===== src/rtl/fft_stage_scheduler_if.sv =====
// ---------------------------------------------------------------------------
// fft_stage_scheduler_if
// Bundle of the handshake / address signals between the FFT stage scheduler
// and the surrounding datapath (sample RAM, twiddle ROM, butterfly).
//
// Signals (direction as seen from the scheduler, i.e. the master modport):
//   i_start           in   start one FFT cycle (only honoured in IDLE)
//   i_sample_valid    in   input sample present on the datapath
//   o_ld_ready        out  scheduler is loading samples
//   o_ld_en           out  RAM load write enable (accepted sample)
//   o_ld_addr         out  bit-reversed load address
//   o_rd_en           out  butterfly operand read enable
//   o_rd_addr_a/b     out  upper / lower operand addresses
//   o_tw_addr         out  twiddle ROM index k of W_N^k
//   o_wr_en           out  butterfly result write enable
//   o_wr_addr_a/b     out  result A / B addresses
//   o_stage           out  current stage index
//   o_busy            out  high whenever not IDLE
//   o_FFT_cycle_done  out  one-cycle completion pulse
//   o_wr_scale        out  only with FFT_SCALE_EN: scale-by-1/2 request
//
// Build macro: FFT_SCALE_EN adds o_wr_scale.
// STAGES must be at least 2 (the twiddle index is STAGES-1 bits wide).
// ---------------------------------------------------------------------------
interface fft_stage_scheduler_if #(
    parameter int STAGES = 4
);
    localparam int STAGE_W = (STAGES > 1) ? $clog2(STAGES) : 1;

    logic                 i_start;
    logic                 i_sample_valid;
    logic                 o_ld_ready;
    logic                 o_ld_en;
    logic [STAGES-1:0]    o_ld_addr;
    logic                 o_rd_en;
    logic [STAGES-1:0]    o_rd_addr_a;
    logic [STAGES-1:0]    o_rd_addr_b;
    logic [STAGES-2:0]    o_tw_addr;
    logic                 o_wr_en;
    logic [STAGES-1:0]    o_wr_addr_a;
    logic [STAGES-1:0]    o_wr_addr_b;
    logic [STAGE_W-1:0]   o_stage;
    logic                 o_busy;
    logic                 o_FFT_cycle_done;
`ifdef FFT_SCALE_EN
    logic                 o_wr_scale;
`endif

    // Scheduler side
    modport master (
        input  i_start, i_sample_valid,
        output o_ld_ready, o_ld_en, o_ld_addr,
               o_rd_en, o_rd_addr_a, o_rd_addr_b, o_tw_addr,
               o_wr_en, o_wr_addr_a, o_wr_addr_b,
               o_stage, o_busy, o_FFT_cycle_done
`ifdef FFT_SCALE_EN
        , output o_wr_scale
`endif
    );

    // Datapath side
    modport slave (
        output i_start, i_sample_valid,
        input  o_ld_ready, o_ld_en, o_ld_addr,
               o_rd_en, o_rd_addr_a, o_rd_addr_b, o_tw_addr,
               o_wr_en, o_wr_addr_a, o_wr_addr_b,
               o_stage, o_busy, o_FFT_cycle_done
`ifdef FFT_SCALE_EN
        , input o_wr_scale
`endif
    );
endinterface


===== src/rtl/fft_stage_scheduler.sv =====
// ---------------------------------------------------------------------------
// fft_stage_scheduler
// Control FSM and address generator for an in-place iterative radix-2 DIT
// FFT of N = 2**STAGES points on one shared butterfly and a dual-port RAM.
//   LOAD  : N samples written to RAM at bit-reversed addresses.
//   CALC  : one butterfly read per cycle (N/2 per stage) with twiddle index.
//   DRAIN : BFLY_LATENCY cycles so the stage's last write lands before the
//           next stage's first read (no read-after-write overlap).
//   DONE  : one-cycle o_FFT_cycle_done pulse; result is in natural order.
//
// Ports:
//   i_clk  clock, rising edge
//   i_rst  synchronous active-high reset
//   bus    fft_stage_scheduler_if.master (see interface file for signals)
//
// Parameters:
//   STAGES        number of radix-2 stages (>= 2)
//   BFLY_LATENCY  read-issue to write-back latency, 1..8
//
// Build macro: FFT_SCALE_EN adds o_wr_scale (asserted with o_wr_en).
// ---------------------------------------------------------------------------
module fft_stage_scheduler #(
    parameter int STAGES       = 4,
    parameter int BFLY_LATENCY = 2
) (
    input  logic                  i_clk,
    input  logic                  i_rst,
    fft_stage_scheduler_if.master bus
);
    localparam int STAGE_W = (STAGES > 1) ? $clog2(STAGES) : 1;
    localparam int TW_W    = STAGES - 1;
    localparam int LAT_W   = $clog2(BFLY_LATENCY + 1);

    typedef enum logic [2:0] {
        S_IDLE,
        S_LOAD,
        S_CALC,
        S_DRAIN,
        S_DONE
    } state_t;

    state_t               r_state;
    logic [STAGES-1:0]    r_n;
    logic [TW_W-1:0]      r_k;
    logic [STAGE_W-1:0]   r_s;
    logic [LAT_W-1:0]     r_dcnt;
    logic                 r_rd_en;
    logic [STAGES-1:0]    r_rd_a;
    logic [STAGES-1:0]    r_rd_b;
    logic [TW_W-1:0]      r_tw;
    logic                 r_busy;
    logic                 r_done;

    logic [BFLY_LATENCY-1:0] r_wv_p;
    logic [STAGES-1:0]       r_wa_p [BFLY_LATENCY];
    logic [STAGES-1:0]       r_wb_p [BFLY_LATENCY];

    logic                 w_ld_en;

    function automatic logic [STAGES-1:0] f_bitrev(input logic [STAGES-1:0] v);
        logic [STAGES-1:0] r;
        for (int i = 0; i < STAGES; i++) begin
            r[i] = v[STAGES-1-i];
        end
        return r;
    endfunction

    // Upper operand: group*2*half + pos. With half = 2**s this is k with a
    // zero inserted at bit position s.
    function automatic logic [STAGES-1:0] f_addr_a(input logic [STAGE_W-1:0] s,
                                                   input logic [TW_W-1:0]    k);
        logic [STAGES-1:0] kx;
        logic [STAGES-1:0] mask;
        kx   = {1'b0, k};
        mask = (STAGES'(1) << s) - STAGES'(1);
        return ((kx & ~mask) << 1) | (kx & mask);
    endfunction

    // Lower operand sits exactly half above the upper one (bit s is clear in a).
    function automatic logic [STAGES-1:0] f_addr_b(input logic [STAGE_W-1:0] s,
                                                   input logic [TW_W-1:0]    k);
        return f_addr_a(s, k) | (STAGES'(1) << s);
    endfunction

    // Twiddle index pos << (STAGES-1-s). In the last stage 2**s overflows
    // TW_W bits to zero, so the mask wraps to all ones as needed.
    function automatic logic [TW_W-1:0] f_tw(input logic [STAGE_W-1:0] s,
                                             input logic [TW_W-1:0]    k);
        logic [TW_W-1:0] mask;
        mask = (TW_W'(1) << s) - TW_W'(1);
        return (k & mask) << (TW_W - int'(s));
    endfunction

    assign w_ld_en = (r_state == S_LOAD) && bus.i_sample_valid;

    assign bus.o_ld_ready       = (r_state == S_LOAD);
    assign bus.o_ld_en          = w_ld_en;
    assign bus.o_ld_addr        = w_ld_en ? f_bitrev(r_n) : '0;
    assign bus.o_rd_en          = r_rd_en;
    assign bus.o_rd_addr_a      = r_rd_a;
    assign bus.o_rd_addr_b      = r_rd_b;
    assign bus.o_tw_addr        = r_tw;
    assign bus.o_wr_en          = r_wv_p[BFLY_LATENCY-1];
    assign bus.o_wr_addr_a      = r_wa_p[BFLY_LATENCY-1];
    assign bus.o_wr_addr_b      = r_wb_p[BFLY_LATENCY-1];
    assign bus.o_stage          = ((r_state == S_CALC) || (r_state == S_DRAIN)) ? r_s : '0;
    assign bus.o_busy           = r_busy;
    assign bus.o_FFT_cycle_done = r_done;
`ifdef FFT_SCALE_EN
    assign bus.o_wr_scale       = r_wv_p[BFLY_LATENCY-1];
`endif

    // Control FSM. Read outputs are loaded on the transition that enters or
    // continues CALC so the first read appears the cycle after the last load.
    always_ff @(posedge i_clk) begin
        if (i_rst) begin
            r_state <= S_IDLE;
            r_n     <= '0;
            r_k     <= '0;
            r_s     <= '0;
            r_dcnt  <= '0;
            r_rd_en <= 1'b0;
            r_rd_a  <= '0;
            r_rd_b  <= '0;
            r_tw    <= '0;
            r_busy  <= 1'b0;
            r_done  <= 1'b0;
        end else begin
            case (r_state)
                S_IDLE: begin
                    if (bus.i_start) begin
                        r_state <= S_LOAD;
                        r_n     <= '0;
                        r_busy  <= 1'b1;
                    end
                end
                S_LOAD: begin
                    if (w_ld_en) begin
                        r_n <= r_n + 1'b1;
                        if (r_n == '1) begin
                            r_state <= S_CALC;
                            r_s     <= '0;
                            r_k     <= '0;
                            r_rd_en <= 1'b1;
                            r_rd_a  <= f_addr_a('0, '0);
                            r_rd_b  <= f_addr_b('0, '0);
                            r_tw    <= f_tw('0, '0);
                        end
                    end
                end
                S_CALC: begin
                    if (r_k == '1) begin
                        r_state <= S_DRAIN;
                        r_dcnt  <= '0;
                        r_rd_en <= 1'b0;
                        r_rd_a  <= '0;
                        r_rd_b  <= '0;
                        r_tw    <= '0;
                    end else begin
                        r_k    <= r_k + 1'b1;
                        r_rd_a <= f_addr_a(r_s, r_k + 1'b1);
                        r_rd_b <= f_addr_b(r_s, r_k + 1'b1);
                        r_tw   <= f_tw(r_s, r_k + 1'b1);
                    end
                end
                S_DRAIN: begin
                    if (r_dcnt == LAT_W'(BFLY_LATENCY - 1)) begin
                        if (r_s == STAGE_W'(STAGES - 1)) begin
                            r_state <= S_DONE;
                            r_done  <= 1'b1;
                        end else begin
                            r_state <= S_CALC;
                            r_s     <= r_s + 1'b1;
                            r_k     <= '0;
                            r_rd_en <= 1'b1;
                            r_rd_a  <= f_addr_a(r_s + 1'b1, '0);
                            r_rd_b  <= f_addr_b(r_s + 1'b1, '0);
                            r_tw    <= f_tw(r_s + 1'b1, '0);
                        end
                    end else begin
                        r_dcnt <= r_dcnt + 1'b1;
                    end
                end
                S_DONE: begin
                    r_state <= S_IDLE;
                    r_done  <= 1'b0;
                    r_busy  <= 1'b0;
                end
                default: begin
                    r_state <= S_IDLE;
                    r_busy  <= 1'b0;
                    r_done  <= 1'b0;
                end
            endcase
        end
    end

    // Write-back delay line: reads replayed as writes BFLY_LATENCY cycles
    // later. Cleared on reset so an abandoned run emits no stray writes.
    always_ff @(posedge i_clk) begin
        if (i_rst) begin
            r_wv_p <= '0;
            for (int i = 0; i < BFLY_LATENCY; i++) begin
                r_wa_p[i] <= '0;
                r_wb_p[i] <= '0;
            end
        end else begin
            r_wv_p[0] <= r_rd_en;
            r_wa_p[0] <= r_rd_a;
            r_wb_p[0] <= r_rd_b;
            for (int i = 1; i < BFLY_LATENCY; i++) begin
                r_wv_p[i] <= r_wv_p[i-1];
                r_wa_p[i] <= r_wa_p[i-1];
                r_wb_p[i] <= r_wb_p[i-1];
            end
        end
    end

endmodule


===== src/flat_wrapper.sv =====
// flat-port wrapper written by rule: the top's interface ports become plain ports
module fft_stage_scheduler_flat 
#(
    parameter int STAGES       = 4,
    parameter int BFLY_LATENCY = 2
)
  (i_clk, i_rst, bus_i_start, bus_i_sample_valid, bus_o_ld_ready, bus_o_ld_en, bus_o_ld_addr, bus_o_rd_en, bus_o_rd_addr_a, bus_o_rd_addr_b, bus_o_tw_addr, bus_o_wr_en, bus_o_wr_addr_a, bus_o_wr_addr_b, bus_o_stage, bus_o_busy, bus_o_FFT_cycle_done);
  fft_stage_scheduler_if #(.STAGES(STAGES)) bus_i ();
  input  logic i_clk;
  input  logic i_rst;
  input wire logic [$bits(bus_i.i_start)-1:0] bus_i_start;
  input wire logic [$bits(bus_i.i_sample_valid)-1:0] bus_i_sample_valid;
  output wire logic [$bits(bus_i.o_ld_ready)-1:0] bus_o_ld_ready;
  output wire logic [$bits(bus_i.o_ld_en)-1:0] bus_o_ld_en;
  output wire logic [$bits(bus_i.o_ld_addr)-1:0] bus_o_ld_addr;
  output wire logic [$bits(bus_i.o_rd_en)-1:0] bus_o_rd_en;
  output wire logic [$bits(bus_i.o_rd_addr_a)-1:0] bus_o_rd_addr_a;
  output wire logic [$bits(bus_i.o_rd_addr_b)-1:0] bus_o_rd_addr_b;
  output wire logic [$bits(bus_i.o_tw_addr)-1:0] bus_o_tw_addr;
  output wire logic [$bits(bus_i.o_wr_en)-1:0] bus_o_wr_en;
  output wire logic [$bits(bus_i.o_wr_addr_a)-1:0] bus_o_wr_addr_a;
  output wire logic [$bits(bus_i.o_wr_addr_b)-1:0] bus_o_wr_addr_b;
  output wire logic [$bits(bus_i.o_stage)-1:0] bus_o_stage;
  output wire logic [$bits(bus_i.o_busy)-1:0] bus_o_busy;
  output wire logic [$bits(bus_i.o_FFT_cycle_done)-1:0] bus_o_FFT_cycle_done;
  assign bus_i.i_start = bus_i_start;
  assign bus_i.i_sample_valid = bus_i_sample_valid;
  assign bus_o_ld_ready = bus_i.o_ld_ready;
  assign bus_o_ld_en = bus_i.o_ld_en;
  assign bus_o_ld_addr = bus_i.o_ld_addr;
  assign bus_o_rd_en = bus_i.o_rd_en;
  assign bus_o_rd_addr_a = bus_i.o_rd_addr_a;
  assign bus_o_rd_addr_b = bus_i.o_rd_addr_b;
  assign bus_o_tw_addr = bus_i.o_tw_addr;
  assign bus_o_wr_en = bus_i.o_wr_en;
  assign bus_o_wr_addr_a = bus_i.o_wr_addr_a;
  assign bus_o_wr_addr_b = bus_i.o_wr_addr_b;
  assign bus_o_stage = bus_i.o_stage;
  assign bus_o_busy = bus_i.o_busy;
  assign bus_o_FFT_cycle_done = bus_i.o_FFT_cycle_done;
  fft_stage_scheduler #(.STAGES(STAGES), .BFLY_LATENCY(BFLY_LATENCY)) u_core (.i_clk(i_clk), .i_rst(i_rst), .bus(bus_i));
endmodule

===== config.mk =====
export PLATFORM = sky130hd
export DESIGN_NAME = fft_stage_scheduler_flat
export DESIGN_NICKNAME = d
export VERILOG_FILES = /design/src/rtl/fft_stage_scheduler_if.sv /design/src/rtl/fft_stage_scheduler.sv /design/src/flat_wrapper.sv
export SDC_FILE = /design/constraint.sdc
export NUM_CORES = 1
export LEC_CHECK = 0
export CAP_MARGIN = 10
export CELL_PAD_IN_SITES_DETAIL_PLACEMENT = 0
export CELL_PAD_IN_SITES_GLOBAL_PLACEMENT = 2
export CORE_UTILIZATION = 29
export DETAILED_ROUTE_END_ITERATION = 8
export PLACE_DENSITY_LB_ADDON = 0.1
export SLEW_MARGIN = 20
export SYNTH_ARGS = -nofsm -noshare
export SYNTH_HDL_FRONTEND = slang
export SYNTH_SLANG_ARGS = --single-unit
export TNS_END_PERCENT = 20

===== constraint.sdc =====
create_clock -name i_clk -period 1.6 [get_ports i_clk]
set_input_delay 0.24 -clock i_clk [delete_from_list [all_inputs] [get_ports i_clk]]
set_output_delay 0.24 -clock i_clk [all_outputs]
set_load 0.05 [all_outputs]

### Word-level counts from Yosys, hierarchy flattened

Memory sizes are Yosys's and may differ from the RTL's.
Index checks and enable logic that the tools add are counted.

* logic and storage cells: 133
* memory bits (writable): 16
* input bits: 4
* bits in registers: 30
* output and inout bits: 31
* memories kept: 2

* eq/ne operators: 16
* shift operators: 5
* add/subtract/negate cells: 8
* mux-type cells: 60
* reductions and logical operators: 18
* bitwise logic cells: 12

Memories
* u_core.r_wa_p: words 2, width 4, rd ports 2, clocked after Yosys merged registers in 0, write ports 2, RTL line fft_stage_scheduler.sv:55 `logic [STAGES-1:0] r_wa_p [BFLY_LATENCY];`
* u_core.r_wb_p: words 2, width 4, rd ports 2, clocked after Yosys merged registers in 0, write ports 2, RTL line fft_stage_scheduler.sv:56 `logic [STAGES-1:0] r_wb_p [BFLY_LATENCY];`

Operator list (count)
* $mux 4: 17
* $mux 3: 14
* $shl 1x32->3 const A: 1
* $shl 3x32->3: 1
* $pmux 4 s3: 2
* $pmux 3 s3: 2
* $reduce_and 5->1: 3
* $mux 2: 7
* $ne 2x2->1 const B: 7
* $pmux 3 s4: 1
* $reduce_and 6->1: 2
* $mux 1: 11
* $reduce_and 3->1: 3
* $or 4x4->4: 2
* $pmux 2 s2: 2
* $pmux 4 s2: 1
* $shl 1x2->4 const A: 2
* $and 3x3->3: 2
* $eq 3x2->1 const B: 2
* $reduce_bool 2->1: 3
* $reduce_or 3->1: 2
* $sub 2x2->3 const A: 2
* $add 2x1->2 const B: 2
* $add 4x1->4 const B: 1
* other kinds (21): 27

### Longest topological paths before layout

Gate-level depths: netlist of run 1.

* word-level depth: 8
* gate-level depth with buffers: 8
* mapped depth without buffers: 6

### Worst setup path before layout of run 1

Ideal clock, no wire load.

* kind: register to output
* from: reg u_core.r_state[0]
* to: out bus_o_ld_ready
* stages on the path, launching flop included: 3
* buffers on the path: 0
* setup slack: -0.238 ns
* required time: 1.360 ns
* arrival: 1.598 ns
* cell sequence: dfxtp_1 -> inv_1 -> nor3_1

* word-level cells in the longest chain between the ends: 1

RTL lines
* from (decl): RTL line fft_stage_scheduler.sv:42 `state_t r_state;`
* from (signal assigned): RTL line fft_stage_scheduler.sv:117 `r_state <= S_IDLE;`
* from (signal assigned): RTL line fft_stage_scheduler.sv:132 `r_state <= S_LOAD;`
* from (signal assigned): RTL line fft_stage_scheduler.sv:141 `r_state <= S_CALC;`
* $eq 3x1->1: RTL line fft_stage_scheduler.sv:96 `assign bus.o_ld_ready = (r_state == S_LOAD);`
* to (decl): RTL line flat_wrapper.sv:13 `output wire logic [$bits(bus_i.o_ld_ready)-1:0] bus_o_ld_ready;`

Every way passes these cells.

### Final worst setup path of run 1

* from: reg u_core.r_s[0]
* to: reg u_core.r_rd_b[2], in the netlist u_core.bus.o_rd_addr_b[2]

* word-level cells in the longest chain between the ends: 8
* elaborated cells between the ends (all ways): 16
* those cells by class: add/sub (2); eq/ne (2); shift (2); mux (4); bitwise (5); reduce/logical (1)

RTL lines
* from (decl): RTL line fft_stage_scheduler.sv:45 `logic [STAGE_W-1:0] r_s;`
* from (signal assigned): RTL line fft_stage_scheduler.sv:173 `r_s <= r_s + 1'b1;`
* $shl 1x2->4: RTL line fft_stage_scheduler.sv:75, fft_stage_scheduler.sv:82
* $sub 4x2->4: RTL line fft_stage_scheduler.sv:75 `mask = (STAGES'(1) << s) - STAGES'(1);`
* $not 3->3: RTL line fft_stage_scheduler.sv:76 `return ((kx & ~mask) << 1) | (kx & mask);`
* $and 3x3->3: RTL line fft_stage_scheduler.sv:76
* $or 4x4->4: RTL line fft_stage_scheduler.sv:76
* $or 4x4->4: RTL line fft_stage_scheduler.sv:82 `return f_addr_a(s, k) | (STAGES'(1) << s);`
* $mux 4: RTL line fft_stage_scheduler.sv:152 `if (r_k == '1) begin`
* $pmux 4 s3: RTL line fft_stage_scheduler.sv:129 `case (r_state)`
* to (signal assigned): RTL line fft_stage_scheduler.sv:146 `r_rd_b <= f_addr_b('0, '0);`
* to (signal assigned): RTL line fft_stage_scheduler.sv:162 `r_rd_b <= f_addr_b(r_s, r_k + 1'b1);`
* to (signal assigned): RTL line fft_stage_scheduler.sv:177 `r_rd_b <= f_addr_b(r_s + 1'b1, '0);`
* to (decl): RTL line fft_stage_scheduler.sv:49 `logic [STAGES-1:0] r_rd_b;`

Parallel ways exist; a longest one is shown, timed or not. The select of a mux whose other input is x is not followed.
A chain may end at the register's enable or synchronous reset.

==> results.tsv, run 1 <==
stage	metric	value	unit
status	status	completed	
global_routing	global-route wire length before repair	9070	um
route	1st-pass router iterations	4	
setup_path	crit start category	register	
logic_synthesis	synth cell count leaders	dfxtp_1, nor2b_1, nand2_1	
setup_path	Worst Path Max Fanout	8	
clocking	total CTS buffers	5	
clocking	Hold-fix buffers, CTS	0	
die	Core Region	7370	um^2
min_path	hold endpoint	u_core.r_wa_p[0][6]$_SDFF_PP0_	
clocking	Clock transition at path regs	0.10	ns
logic_synthesis	FF+latch count, synth	46	
flow_run	number of max-cap violations	0	
clocking	Longest Clk Path Bufs	2	
sta	Period Utilization, post-route	0.967	
power_and_ir_drop	PwrDens	790	nW/um^2
sta	Slew Limit Fails	0	
die	row cnt	31	
cells_and_area	post-synthesis to final-layout area growth	39.6	%
power_and_ir_drop	P_leak	1.26	nW
global_routing	initial antenna violation count	0	
die	Die Wd	89.9	um
logic_synthesis	Syn Std Cell Area	2240	um^2
setup_path	crit path DAT	1.75	ns
cells_and_area	share of cells above drive strength 1	0.398	
route	DRC Markers	0	
global_routing	largest net degree at the start of global routing	20	
route	Initial DRC Count	58	
setup_path	Worst EP required	1.81	ns
cells_and_area	Filler cells	737	
min_path	Hold Path Depth	1	
sta	Setup Viol. Count Final	0	
logic_synthesis	count leader, synth	dfxtp_1	
clocking	H-tree Lvls	2	
cells_and_area	Final Cell Area	3130	um^2
place	Placed Cells	386	
logic_synthesis	syn_nets	259	
global_routing	gr ovfl total	0	
cells_and_area	Finished Layout Cells	398	
global_routing	gr usage total	0.142	
power_and_ir_drop	final total power	2.47	mW
sta	Hold WS	0.441	ns
logic_synthesis	Synth Instances	245	
logic_synthesis	ys async rst share	0	
power_and_ir_drop	maximum vdd drop	0.291	mV
place	Cell Area, Placed	2840	um^2
sta	Hold Vio Cnt, Final	0	
clocking	Clk Latency, worst-skew pair	0.30	ns
cells_and_area	n_diodes	0	
sta	normalized max-slew margin	0.812	
setup_path	R2R setup slack	0.05	ns
clocking	CTS tree	yes	
sta	RSZ-0062 raised after global routing	true	
clocking	Clock Root Buffer	clkbuf_8	
sta	Setup Skew	0.00483	ns
logic_synthesis	post-synthesis sequential area ratio	0.411	
logic_synthesis	post-synth top area cell	dfxtp_1	
cells_and_area	Final nets	312	
die	DIE HEIGHT	89.9	um
place	GPL Wtd Cong	0.750	
setup_path	Worst setup startpoint	u_core.r_s[0]$_SDFFE_PP0P_	
sta	Max Clk Rate	647	MHz
min_path	Hold Path Class	reg2reg	
cells_and_area	area of the multi-input gates	1260	um^2
place	IO Port Bufs	34	
logic_synthesis	yosys warns	0	
clocking	clock sink count	46	
sta	worst slew pin tran	0.282	ns
die	Starting Density	0.304	
place	HPWL Detailed	3960	um
route	post-DR vias/cell	4.52	
logic_synthesis	synth unique cells	56	
min_path	Worst Hold Launch	u_core.r_wa_p[0][2]$_SDFF_PP0_	
logic_synthesis	EDFF count, synth	0	
setup_path	CP endpoint kind	register	
logic_synthesis	top post-synthesis cells by area	dfxtp_1, nor2b_1, ha_1	
die	total die area	8080	um^2
logic_synthesis	Synth top area share	0.411	
setup_path	r2r endpoint	u_core.bus.o_rd_addr_b[2]$_SDFFE_PP0P_	
global_routing	vias in the first global route	1776	
setup_path	critical path type	reg2reg	
route	via count	1797	
setup_path	R2R depth	6	
route	DR WL/cell	13.4	um
die	I/O Pins	35	
logic_synthesis	main flop type after synthesis	dfxtp_1	
place	worst slack at placement	-0.0906	ns
route	post-route antenna net violation count	0	
sta	final worst setup slack	0.0534	ns
sta	final worst path period need	1.55	ns
logic_synthesis	average size of a mapped cell	9.14	um^2
cells_and_area	storage element area	935	um^2
route	final wirelength	5350	um
setup_path	Worst R2R Start	u_core.r_s[0]$_SDFFE_PP0P_	
## cell type report
type                            count  area share
Clock buffer                        5      0.0220
Clock inverter                      3     0.00801
Inverter                           12      0.0144
Multi-Input combinational cell    164       0.404
Sequential cell                    46       0.299
Tap cell                           99      0.0396
Timing Repair Buffer               69       0.213
## routing by layer
layer,track usage,vias to the layer above,wire length [um]
met5,0,-,0
met4,0.0565,0,74
met2,0.216,28,2310
met1,0.198,820,2790
met3,0.0262,8,176
li1,-,941,-
## repair_timing
item | CTS | global route
pin swaps | 2 | 4
endpoints found under the hold margin | 0 | 0
setup endpoints to repair | 13 | 17
resized for setup | 21 | 24
setup buffers | 0 | 4
## stage by stage
| stage | utilization | setup TNS (ns) |
|---|---|---|
| 3_3_place_gp | 0.385 | -0.495 |
| 4_1_cts | 0.404 | 0 |
| 2_1_floorplan | - | -0.462 |
| 5_1_grt | 0.424 | -0.00747 |
| 3_5_place_dp | 0.385 | -0.823 |
| 6_report | 0.424 | 0 |
## power breakdown
group	switching [mW]	internal, mW	leakage, nW	total, mW
logic	0.285	0.216	0.843	0.502
registers	0.0325	1.18	0.376	1.21
clock network	0.437	0.316	0.0447	0.753
total	0.755	1.71	1.26	2.47
## cell usage in the layout (no fill, tap or decap), types with 8 or more instances in the layout
cell / instances
a21oi_1: 12
buf_4: 54
nor2b_1: 19
nand2_1: 17
nor2_1: 11
buf_12: 11
o21ai_0: 8
dfxtp_1: 39
nand3_1: 10
inv_1: 11
## kinds of logic after synthesis
group                    Yosys count  synth area share
buffers and inverters             35            0.0877
AND/OR/NAND/NOR                   97             0.249
AO/OA/AOI/OAI                     48             0.158
XOR/XNOR                           4            0.0156
adder cells (fa/ha/maj)           10            0.0559
multiplexers                       5            0.0235
flip-flops                        46             0.411
## worst max-delay path by stage
| stage | slack, ns | endpoint | depth (start not counted) |
|---|---|---|---|
| 2_1_floorplan | -0.12 | bus_o_ld_addr[1] | 5 |
| 3_3_place_gp | -0.05 | bus_o_ld_addr[2] | 4 |
| 3_5_place_dp | -0.09 | u_core.bus.o_rd_addr_b[2]$_SDFFE_PP0P_ | 5 |
| 4_1_cts | 0.001 | bus_o_ld_addr[1] | 4 |
| 5_1_grt | -0.005 | bus_o_ld_addr[1] | 4 |
| 6_report | 0.05 | u_core.bus.o_rd_addr_b[2]$_SDFFE_PP0P_ | 6 |
## worst max-delay path: stages, from the launching register on
cell and delay (ns):
dfxtp_2 0.35, buf_4 0.17, ha_4 0.17, xnor2_2 0.14, o211ai_1 0.17, a22oi_1 0.11
o41ai_2 0.33
## sequential cells by signal, summed over array words and instances (netlist names)
signal,flops
u_core.bus.o_FFT_cycle_done,1
u_core.bus.o_busy,1
u_core.bus.o_rd_addr_a,4
u_core.bus.o_rd_addr_b,4
u_core.bus.o_rd_en,1
u_core.bus.o_tw_addr,3
u_core.r_dcnt,2
u_core.r_k,3
u_core.r_n,4
u_core.r_s,2
u_core.r_state,3
u_core.r_wa_p,8
u_core.r_wb_p,8
u_core.r_wv_p,2
Power figures use the tool's default switching activity.
==> inputs of run 2 (changes only) <==
- ABC_AREA: unset -> 0
- CORE_UTILIZATION: 29 -> 32
- clock period: 1.6 -> 1.44 ns (I/O delays scaled with it)
==> results.tsv, run 2 (same netlist as run 1, synthesis figures left out) <==
stage	metric	value	unit	change
cells_and_area	commonest cells after routing, fill and taps aside	buf_4, dfxtp_1, buf_12		
sta	normalized max-slew margin	0.794		-0.0179
sta	Slew Limit Fails	0		unchanged
setup_path	Worst Path Max Fanout	6		-2
sta	Max Clk Rate	650	MHz	
clocking	Longest Clk Path Bufs	2		unchanged
place	HPWL Detailed	4120	um	+4.0%
sta	setup TNS	-0.554	ns	-0.554 ns
cells_and_area	n_diodes	0		unchanged
clocking	Clock transition at path regs	0.09	ns	about the same
sta	Period Utilization, post-route	1.07		
global_routing	gr usage total	0.165		+0.0229
place	worst slack at placement	-0.241	ns	-0.150 ns
sta	final worst path period need	1.54	ns	
route	post-route antenna net violation count	0		unchanged
clocking	total CTS buffers	5		unchanged
power_and_ir_drop	PwrDens	840	nW/um^2	+6.4%
global_routing	global-route wire length before repair	9350	um	+3.0%
setup_path	Worst EP required	1.22	ns	-0.59 ns
global_routing	gr ovfl total	0		unchanged
die	I/O Pins	35		unchanged
setup_path	crit path DAT	1.32	ns	-0.43 ns
power_and_ir_drop	P_leak	1.47	nW	+16%
global_routing	largest net degree at the start of global routing	18		-10%
route	DR WL/cell	13.2	um	-2.1%
sta	worst slew pin tran	0.309	ns	+0.0269 ns
die	total die area	7340	um^2	-9.2%
cells_and_area	post-layout util	0.533		+0.109
sta	final worst setup slack	-0.0982	ns	-0.152 ns
clocking	Clock Root Buffer	clkbuf_8		
flow_run	number of max-cap violations	0		unchanged
clocking	Clk Latency, worst-skew pair	0.30	ns	about the same
cells_and_area	Final nets	337		+8.0%
route	1st-pass router iterations	4		unchanged
sta	RSZ-0062 raised after global routing	true		
global_routing	initial antenna violation count	0		unchanged
clocking	clock sink count	46		unchanged
cells_and_area	most common cell after layout, fill and taps aside	buf_4		
setup_path	CP endpoint kind	primary output		
status	failing checks	negative setup slack		
die	row cnt	30		-3.2%
route	DRC Markers	0		unchanged
route	via count	1914		+6.5%
die	Starting Density	0.330		+0.0257
min_path	Hold Path Class	reg2reg		
clocking	H-tree Lvls	2		unchanged
sta	Hold Vio Cnt, Final	0		unchanged
sta	Setup Viol. Count Final	10		+10
die	Core Region	6790	um^2	-7.8%
status	status	finished with violations		
power_and_ir_drop	maximum vdd drop	0.484	mV	+67%
clocking	CTS tree	yes		
cells_and_area	post-synthesis to final-layout area growth	61.7	%	
die	DIE HEIGHT	85.7	um	-4.7%
cells_and_area	share of cells above drive strength 1	0.488		+0.0897
global_routing	vias in the first global route	1793		+0.96%
place	GPL Wtd Cong	0.776		+3.5%
cells_and_area	top flop regs	u_core.r_wa_p: 8 flops, u_core.r_wb_p: 8 flops		
setup_path	crit start category	register		
die	Die Wd	85.7	um	-4.7%
sta	Setup Skew	0.0107	ns	+0.00590 ns
setup_path	critical path type	reg2out		
route	post-DR vias/cell	4.56		+0.93%
place	IO Port Bufs	34		unchanged
route	Initial DRC Count	73		+26%
route	final wirelength	5530	um	+3.3%
## run 2: layer usage
metal / GRT usage / wire, um / share of wire
met1: 0.227 / 2740 / 0.49
met2: 0.263 / 2540 / 0.46
met3: 0.0327 / 181 / 0.033
met4: 0.0455 / 75 / 0.014
met5: 0 / 0 / 0
## run 2: path summary, 6_finish.rpt
kind	startpoint	endpoint	slack, ns	cells past startpoint
min	u_core.r_wa_p[0][1]$_SDFF_PP0_	u_core.r_wa_p[0][5]$_SDFF_PP0_	0.44	1
min reg2reg	u_core.r_wa_p[0][1]$_SDFF_PP0_	u_core.r_wa_p[0][5]$_SDFF_PP0_	0.44	1
max reg2reg	u_core.r_state[2]$_SDFFE_PP0P_	u_core.bus.o_rd_addr_b[3]$_SDFFE_PP0P_	-0.03	6
max	u_core.r_state[1]$_SDFFE_PP0P_	bus_o_ld_addr[1]	-0.1	5
## run 2: area by class of cell
type / instances / area, um^2
fill: 620 / 3170
multi-input combinational: 164 / 1350
timing repair buffer: 94 / 1050
sequential: 46 / 941
tap: 96 / 120
clock buffer: 5 / 68.8
inverter: 12 / 47.5
clock inverter: 3 / 43.8
## run 2: through the flow
step / instances / hold slack [ns] / power [mW] / instance area (um^2)
after floorplan: 245 / 0.391 / 1.70 / 2260
after global placement: 403 / 0.418 / 1.99 / 3160
after detailed placement: 403 / 0.425 / 1.99 / 3160
after CTS: 417 / 0.446 / 3.05 / 3440
after global routing: 420 / 0.459 / 3.20 / 3620
final: 420 / 0.439 / 3.04 / 3620
## run 2: report_power, final
part | switching [mW] | total, mW | leakage [nW] | internal (mW)
logic | 0.361 | 0.722 | 1.03 | 0.361
registers | 0.0332 | 1.34 | 0.378 | 1.31
clock network | 0.458 | 0.978 | 0.0585 | 0.520
total | 0.853 | 3.04 | 1.47 | 2.19
## run 2: critical path, stage by stage, from the launching register on
cell and delay (ns):
dfxtp_2 0.33, buf_6 0.12, nor2_4 0.07, and3_4 0.21
and2_4 0.16, buf_12 0.13
## run 2: timing repair
item	in CTS	in global routing
pin swaps	9	17
setup buffers	6	3
hold buffers	0	0
gates resized for setup	36	38
endpoints found under the setup margin	26	28
==> inputs of run 3 (changes only) <==
- ABC_AREA: 0 -> unset
- CTS_CLUSTER_DIAMETER: unset -> 120
- TNS_END_PERCENT: 20 -> unset
==> results.tsv, run 3 (same netlist as run 1, synthesis figures left out) <==
stage	metric	value	unit	change
status	status	finished with violations		
status	failing checks	design-rule violations, negative setup slack		
sta	Max Clk Rate	660	MHz	+1.5%
sta	final worst setup slack	-0.0752	ns	+0.0230 ns
route	DRC Markers	1		+1
power_and_ir_drop	P_leak	1.46	nW	-0.54%
route	via count	1904		-0.52%
setup_path	crit path DAT	1.30	ns	-0.02 ns
min_path	Hold Path Class	reg2reg		
die	Core Region	6790	um^2	unchanged
power_and_ir_drop	Psw	0.880	mW	+3.2%
sta	RSZ-0062 raised after global routing	true		
min_path	Worst Hold Launch	u_core.r_wv_p[0]$_SDFF_PP0_		
cells_and_area	post-layout util	0.530		-0.00331
place	IO Port Bufs	34		unchanged
place	GPL Wtd Cong	0.794		+2.3%
sta	Setup Viol. Count Final	16		+6
cells_and_area	n_diodes	0		unchanged
global_routing	M2 GR Usage	0.253		-0.0102
sta	worst slew pin tran	0.356	ns	+0.0471 ns
clocking	Longest Clk Path Bufs	2		unchanged
die	I/O Pins	35		unchanged
cells_and_area	Final nets	337		unchanged
cells_and_area	share of cells above drive strength 1	0.500		+0.0123
global_routing	gr ovfl total	0		unchanged
setup_path	Worst Path Max Fanout	6		unchanged
setup_path	r2r endpoint	u_core.bus.o_rd_addr_a[2]$_SDFFE_PP0P_		
die	row cnt	30		unchanged
power_and_ir_drop	Comb power frac	0.243		+0.006
die	total die area	7340	um^2	unchanged
sta	Hold Vio Cnt, Final	0		unchanged
cells_and_area	Finished Layout Cells	420		unchanged
cells_and_area	area of the multi-input gates	1350	um^2	unchanged
sta	final worst path period need	1.52	ns	-0.0230 ns
global_routing	initial antenna violation count	0		unchanged
setup_path	R2R setup slack	-0.05	ns	-0.02 ns
cells_and_area	storage element area	943	um^2	+0.27%
clocking	CTS tree	yes		
flow_run	number of max-cap violations	0		unchanged
cells_and_area	commonest cells after routing, fill and taps aside	buf_4, dfxtp_1, buf_12		
setup_path	critical path type	reg2out		
die	Die Wd	85.7	um	unchanged
global_routing	met3 Use GR	0.0298		-0.00289
setup_path	critical path depth in cells	4		-1
setup_path	CP cell instances	nor2_4 -> and3_4 -> and2_4 -> buf_12		
cells_and_area	post-synthesis to final-layout area growth	60.7	%	
die	Starting Density	0.330		unchanged
global_routing	largest net degree at the start of global routing	16		-2
route	final wirelength	5610	um	+1.5%
cells_and_area	Filler cells	648		+4.5%
setup_path	Worst R2R Start	u_core.r_k[0]$_SDFFE_PP0P_		
place	Placed Cells	401		-0.50%
power_and_ir_drop	final total power	2.87	mW	-5.5%
global_routing	Most Crowded Layer GR	met2		
sta	Period Utilization, post-route	1.05		-0.0160
clocking	clock sink count	46		unchanged
sta	normalized max-slew margin	0.762		-0.0315
global_routing	global-route wire length before repair	9070	um	-3.0%
route	Initial DRC Count	48		-34%
setup_path	Buf/Inv on CP	1		-1
sta	Slew Limit Fails	0		unchanged
setup_path	crit start category	register		
cells_and_area	top flop regs	u_core.r_wa_p: 8 flops, u_core.r_wb_p: 8 flops		
setup_path	cell family with most CP delay	simple AND/OR/NAND/NOR gates		
min_path	hold endpoint	u_core.r_wv_p[1]$_SDFF_PP0_		
power_and_ir_drop	switching share of power	0.306		+0.0257
route	post-route antenna net violation count	0		unchanged
power_and_ir_drop	Clk pwr share	0.288		-0.034
min_path	Hold Path Depth	1		unchanged
place	HPWL Detailed	4070	um	-1.1%
clocking	total CTS buffers	5		unchanged
clocking	Clock transition at path regs	0.09	ns	about the same
global_routing	gr usage total	0.162		-0.00316
route	1st-pass router iterations	6		+2
power_and_ir_drop	PwrDens	799	nW/um^2	-4.9%
setup_path	Worst EP required	1.22	ns	about the same
global_routing	vias in the first global route	1816		+1.3%
power_and_ir_drop	Pint	1.99	mW	-8.9%
route	DR WL/cell	13.4	um	+1.5%
die	DIE HEIGHT	85.7	um	unchanged
global_routing	GR Layer Usage met1	0.220		-0.00750
clocking	Clock Root Buffer	clkbuf_8		
cells_and_area	most common cell after layout, fill and taps aside	buf_4		
clocking	Clk Latency, worst-skew pair	0.31	ns	about the same
setup_path	CP max stage delay	0.38	ns	+0.05 ns
setup_path	slowest CP cell	dfxtp_4		
clocking	H-tree Lvls	2		unchanged
sta	Setup Skew	0.00762	ns	-0.00311 ns
route	post-DR vias/cell	4.53		-0.52%
power_and_ir_drop	sequential power share	0.469		+0.028
setup_path	CP endpoint kind	primary output		
power_and_ir_drop	maximum vdd drop	0.266	mV	-45%
setup_path	R2R depth	7		+1
[run 3: power by group through the flow]
stage | clock network (mW) | registers (mW) | logic (mW)
floorplan | 0 | 1.42 | 0.281
global placement | 0 | 1.37 | 0.595
finish | 0.828 | 1.35 | 0.699
CTS | 0.858 | 1.35 | 0.652
global route | 0.911 | 1.35 | 0.748
detailed placement | 0 | 1.37 | 0.594
[run 3: per-layer routing]
metal | routed length, um | part of all wire | up-vias
li1 | - | - | 993
met1 | 2770 | 0.49 | 867
met2 | 2570 | 0.46 | 36
met3 | 172 | 0.031 | 8
met4 | 93 | 0.017 | 0
met5 | 0 | 0 | -
[run 3: layout make-up]
type	count	area share
clock inverters	3	0.00556
flip-flops and latches	46	0.262
clock buffers	5	0.0191
well taps	96	0.0334
inverters	12	0.0125
repair buffers	94	0.291
multi-input cells	164	0.376
[run 3: per-stage QoR]
stage / instance area (um^2) / hold slack, ns / setup WS (ns) / TNS, ns
after floorplan: 2300 / 0.391 / -0.152 / -0.305
after global placement: 3190 / 0.415 / -0.134 / -2.30
after detailed placement: 3190 / 0.422 / -0.162 / -2.74
after CTS: 3440 / 0.443 / -0.0834 / -0.618
after global routing: 3600 / 0.458 / -0.125 / -1.93
final: 3600 / 0.440 / -0.0752 / -0.499
[run 3: worst max path at each step]
| stage | from | end | slack [ns] |
|---|---|---|---|
| 4_1_cts | u_core.r_state[1]$_SDFFE_PP0P_ | bus_o_ld_addr[1] | -0.08 |
| 3_3_place_gp | bus_i_sample_valid | bus_o_ld_addr[0] | -0.13 |
| 3_5_place_dp | bus_i_sample_valid | u_core.bus.o_rd_addr_b[3]$_SDFFE_PP0P_ | -0.16 |
| 2_1_floorplan | u_core.r_state[2]$_SDFFE_PP0P_ | bus_o_stage[0] | -0.15 |
| 5_1_grt | u_core.r_k[0]$_SDFFE_PP0P_ | u_core.bus.o_rd_addr_b[3]$_SDFFE_PP0P_ | -0.12 |
| 6_report | u_core.r_state[1]$_SDFFE_PP0P_ | bus_o_ld_addr[1] | -0.08 |
[run 3: worst reg2reg max path, delay by kind of cell (launching register included)]
kind                     cells  cell delay, ns
buffers and inverters        2            0.28
AND/OR/NAND/NOR              2            0.42
AO/OA/AOI/OAI                1            0.04
adder cells (fa/ha/maj)      2            0.34
flip-flops                   1            0.35
[run 3: timing repair]
action	4_1_cts	5_1_grt
hold buffers	0	0
cloned	1	0
pin swaps	14	14
setup buffers	5	5
gates resized for setup	34	27
setup endpoints to repair	25	29
